$ cat config.mk
export PLATFORM = sky130hd
export DESIGN_NAME = bcd_scan_ctrl
export DESIGN_NICKNAME = d
export VERILOG_FILES = /design/src/rtl/bcd_scan_ctrl.sv
export SDC_FILE = /design/constraint.sdc
export NUM_CORES = 1
export LEC_CHECK = 0
export ABC_CLOCK_PERIOD_IN_PS = 1910
export CAP_MARGIN = 10
export CORE_MARGIN = 10
export CORE_UTILIZATION = 40
export CTS_BUF_LIST = sky130_fd_sc_hd__clkbuf_2 sky130_fd_sc_hd__clkbuf_4 sky130_fd_sc_hd__clkbuf_8
export CTS_CLUSTER_DIAMETER = 60
export DETAILED_ROUTE_END_ITERATION = 12
export PLACE_DENSITY = 0.6
export SLEW_MARGIN = 40
export SYNTH_ARGS = -nofsm -noshare
export SYNTH_HDL_FRONTEND = slang
export SYNTH_SLANG_ARGS = --single-unit
$ cat constraint.sdc
create_clock -name clk -period 1.91 [get_ports clk]
set_input_delay 0.2865 -clock clk [delete_from_list [all_inputs] [get_ports clk]]
set_output_delay 0.2865 -clock clk [all_outputs]
set_load 0.005 [all_outputs]
$ cat src/rtl/bcd_scan_ctrl.sv
// bcd_scan_ctrl: 8-bit binary to 3-digit BCD converter (double-dabble) with a
// time-multiplexed active-low 7-segment scan. Define LZB_EN for leading-zero blanking.
module bcd_scan_ctrl #(
    parameter int SCAN_DIV = 50000
) (
    input  logic       clk,
    input  logic       rst_n,
    input  logic [7:0] DataIn,
    input  logic       load,
    output logic       busy,
    output logic       done,
    output logic [3:0] bai,
    output logic [3:0] shi,
    output logic [3:0] ge,
    output logic [6:0] seg,
    output logic [2:0] dig_sel
);
    localparam int CW = $clog2(SCAN_DIV);

    typedef enum logic [1:0] {IDLE, SHIFT, DONE} state_t;

    state_t          state, state_nx;
    logic [7:0]      bin;
    logic [11:0]     bcd, adj;
    logic [2:0]      step;
    logic [CW-1:0]   cnt;
    logic [1:0]      idx;
    logic            last;
    logic [3:0]      cur;
    logic            blank;
    logic [6:0]      seg_nx;

    function automatic logic [6:0] dec(input logic [3:0] d);
        case (d)
            4'd0:    dec = 7'h40;
            4'd1:    dec = 7'h79;
            4'd2:    dec = 7'h24;
            4'd3:    dec = 7'h30;
            4'd4:    dec = 7'h19;
            4'd5:    dec = 7'h12;
            4'd6:    dec = 7'h02;
            4'd7:    dec = 7'h78;
            4'd8:    dec = 7'h00;
            4'd9:    dec = 7'h10;
            default: dec = 7'h7F;
        endcase
    endfunction

    // add-3 correction on every nibble, evaluated in parallel on pre-add values
    always_comb begin
        adj = {bcd[11:8] >= 4'd5 ? bcd[11:8] + 4'd3 : bcd[11:8],
               bcd[7:4]  >= 4'd5 ? bcd[7:4]  + 4'd3 : bcd[7:4],
               bcd[3:0]  >= 4'd5 ? bcd[3:0]  + 4'd3 : bcd[3:0]};
    end

    // conversion state register
    always_ff @(posedge clk or negedge rst_n) begin
        if (!rst_n) state <= IDLE;
        else        state <= state_nx;
    end

    // next state: IDLE -> SHIFT (8 steps) -> DONE -> IDLE; load ignored outside IDLE
    always_comb begin
        state_nx = state;
        case (state)
            IDLE:    state_nx = load ? SHIFT : IDLE;
            SHIFT:   state_nx = (step == 3'd7) ? DONE : SHIFT;
            DONE:    state_nx = IDLE;
            default: state_nx = IDLE;
        endcase
    end

    // conversion datapath and handshake; results only update from DONE
    always_ff @(posedge clk or negedge rst_n) begin
        if (!rst_n) begin
            bin  <= '0;
            bcd  <= '0;
            step <= '0;
            busy <= 1'b0;
            done <= 1'b0;
            bai  <= '0;
            shi  <= '0;
            ge   <= '0;
        end else begin
            busy <= state != IDLE;
            done <= state == DONE;
            if (state == IDLE && load) begin
                bin  <= DataIn;
                bcd  <= '0;
                step <= '0;
            end else if (state == SHIFT) begin
                {bcd, bin} <= {adj, bin} << 1;
                step       <= step + 3'd1;
            end
            if (state == DONE) {bai, shi, ge} <= bcd;
        end
    end

    assign last = cnt == CW'(SCAN_DIV - 1);

    // pick the digit under the scan index and optionally blank leading zeros
    always_comb begin
        cur = idx == 2'd2 ? bai : idx == 2'd1 ? shi : ge;
`ifdef LZB_EN
        blank = (idx == 2'd2 && bai == 4'd0) || (idx == 2'd1 && bai == 4'd0 && shi == 4'd0);
`else
        blank = 1'b0;
`endif
        seg_nx = blank ? 7'h7F : dec(cur);
    end

    // free-running scan divider, digit index and registered display drive
    always_ff @(posedge clk or negedge rst_n) begin
        if (!rst_n) begin
            cnt     <= '0;
            idx     <= '0;
            seg     <= 7'h7F;
            dig_sel <= 3'b111;
        end else begin
            cnt     <= last ? '0 : cnt + CW'(1);
            idx     <= last ? (idx == 2'd2 ? 2'd0 : idx + 2'd1) : idx;
            seg     <= seg_nx;
            dig_sel <= ~(3'b001 << idx);
        end
    end
endmodule

==> flow_metrics.tcl <==
set metrics [dict create \
    fin_skew_ps 6.47 \
    wl_per_cell_um 13.8 \
    multiInputGateArea_mm2 0.00133 \
    finalSetupViolCount 0 \
    max_clock_freq_mhz 597 \
    fillers 704 \
    clock_path_buffers 2 \
    gp_congestion 0.776 \
    path_max_fanout 6 \
    crit_path_end_kind "flop" \
    initial_core_util_pct 40.7 \
    place_inst 422 \
    cts-buffers-inserted 9 \
    cap_viol_max_count 0 \
    vias 2202 \
    hold_viol 0 \
    worstMarginPinSlew_ps 467 \
    grt_use_total_pct 11.2 \
    cp_slowest_cell "dfrtp_1" \
    cts_max_level 3 \
    crit_path_start_kind "flop" \
    worstReg2RegStart "idx[1]" \
    ys_top_cells_by_area "dfrtp_1 46%, dfstp_2 8.4%, mux2i_1 5.1%, nand2_1 4.3%, ha_1 4.0%" \
    cts_resized 0 \
    hpwl_mm 4.35 \
    die_h_um 108 \
    yosysTopAreaCell "dfrtp_1" \
    avgSynthCellArea_um2 10.8 \
    r2r_cells 4 \
    drt_iter0_markers 61 \
    cts_tree "yes" \
    synth_nets 309 \
    core-area_mm2 0.00765 \
    worst_r2r_endpoint "seg[3]" \
    vdd_drop_max_uv 604 \
    rows 32 \
    rsz0062_at_grt "no" \
    worstPathRequired_ps 2170 \
    status "complete, no violations" \
    relSlewSlack_pct 68.0 \
    fin_crit_ps 1670 \
    max_stage_delay_ps 480 \
    ys_seq_elements 67 \
    layout-drive-gt1-share_pct 13.4 \
    synth_top_cell_area_share_pct 45.9 \
    final_nets 353 \
    dr.pass1.iters 4 \
    antenna_cells 0 \
    clk_pin_slew_ps 70 \
    wl_mm 6.02 \
    yosysUniqueCellTypes 36 \
    clock_latency_ps 340 \
    clock_tree.root_cell "clkbuf_8" \
    ys_seq_area_share_pct 54.3 \
    timing.final.crit_share_pct 87.6 \
    regArea_mm2 0.00169 \
    die_x_um 108 \
    ff2ff_setup_slack_ps 240 \
    die_area_mm2 0.0117 \
    antenna_left 0 \
    fin_tns_setup_ps 0 \
    syn2layout_area_growth_pct 22.2 \
    path_class "reg -> reg" \
    cts.sinks 67 \
    cts_setup_buffers 0 \
    crit_arrival_ps 1930 \
    grt_max_degree 52 \
    cpMostUsedCell "mux2i_1" \
    drv_slew 0 \
    grt_pass1_wl_mm 10.6 \
    final_common_cell "dfrtp_1" \
    hold_path_class "in -> async" \
    io_buffers 34 \
    p_per_area_mw_per_mm2 1230 \
    path_cells "mux2i_1, mux2i_1, ha_1, o211ai_1" \
    instances_no_fill 438 \
    grt-ovfl-total 0 \
    antenna_found_initial 0 \
    via_per_inst 5.03 \
    synthesis.area_mm2 0.00311 \
    synth_cells 288 \
    most-common-layout-cells "57 x dfrtp_1, 36 x nand2_1, 33 x clkdlybuf4s50_1" \
    ios 35 \
    grt_pass1_vias 2286 \
    power.leakage_nw 1.65 \
    remaining_drc_errors 0 \
    yosysWarnings 0 \
]
-- registers in the layout, indices dropped and copies added (netlist names) --
register  count
bin           8
bcd          12
ge            4
step          3
cnt          16
busy          1
seg           7
state         2
idx           2
bai           4
dig_sel       3
done          1
shi           4
-- kinds of logic after synthesis --
group | after synthesis | share of synthesized area (%)
XOR/XNOR | 16 | 4.51
buffers and inverters | 24 | 3.02
adder cells (fa/ha/maj) | 10 | 4.02
multiplexers | 26 | 8.77
AND/OR/NAND/NOR | 88 | 14.2
AO/OA/AOI/OAI | 57 | 11.1
flip-flops | 67 | 54.3
-- worst max-delay path by stage --
stage,from,end,depth (start not counted)
floorplan,idx[1],seg[3],6
global placement,idx[1],seg[3],4
detailed placement,idx[1],seg[3],4
CTS,idx[1],seg[3],4
global route,idx[1],seg[3],4
finish,idx[1],seg[3],4
-- per-stage QoR --
step	hold slack (ps)	power, W	util (%)	setup WS (ps)	area (um^2)
after floorplan	-9.09	0.00300	-	411	3110
after global placement	246	0.00357	47.2	315	3610
after detailed placement	241	0.00361	47.2	256	3610
after CTS	416	0.00474	49.7	233	3800
after global routing	445	0.00504	49.7	76.8	3800
final	411	0.00466	49.7	236	3800
-- cell type report --
class                      instances  area share [%]
clock buffer                      13            4.54
sequential                        67            44.4
tap                              102            3.36
timing repair buffer              44            11.2
clock inverter                     2           0.263
multi-input combinational        197            34.9
inverter                          13            1.28
-- worst max-delay path, delay by kind of cell, from the launching register on --
kind | cells | cell delay (ps)
flops | 1 | 480
mux | 2 | 560
fa+ha+maj | 1 | 340
compound gates | 1 | 210
-- where the power goes --
part / switching [W] / leakage (nW) / internal, W
logic: 0.000706 / 0.700 / 0.000770
clock network: 0.000517 / 0.0987 / 0.000581
registers: 0.000284 / 0.852 / 0.00180
-- per-layer routing --
layer  routed length, um  vias up  global-route usage, %  part of all wire (%)
li1                    -     1093                      -                     -
met1                2840     1069                   13.8                    47
met2                2840       31                   17.7                    47
met3                 229        9                   3.15                   3.8
met4                 106        0                   5.34                   1.8
met5                   0        -                      0                     0
-- cell usage after synthesis --
master    instances
a21oi_1           8
a22o_1            6
a22oi_1           7
and3_1            1
and4_1            2
and4_4            1
buf_2             3
clkbuf_1          8
dfrtp_1          57
dfstp_2          10
ha_1             10
inv_1            12
inv_2             1
mux2_1            4
mux2_2            6
mux2i_1          16
nand2_1          36
nand2b_1          5
nand3_1           9
nand4_1           3
nand4_4           1
nor2_1           15
nor2b_1           4
nor3_1            5
nor4b_1           1
nor4bb_1          2
o211ai_1          1
o21ai_0          15
o21ai_1          13
o21bai_1          2
o311ai_1          1
o31ai_1           4
or2_2             1
or4_1             2
xnor2_1           8
xor2_1            8
-- repair_timing --
| action | 4_1_cts | 5_1_grt |
|---|---|---|
| endpoints found under the setup margin | 0 | 0 |
| hold endpoints to repair | 16 | 0 |
| hold buffers | 1 | 0 |
(Power assumes the default switching activity.)
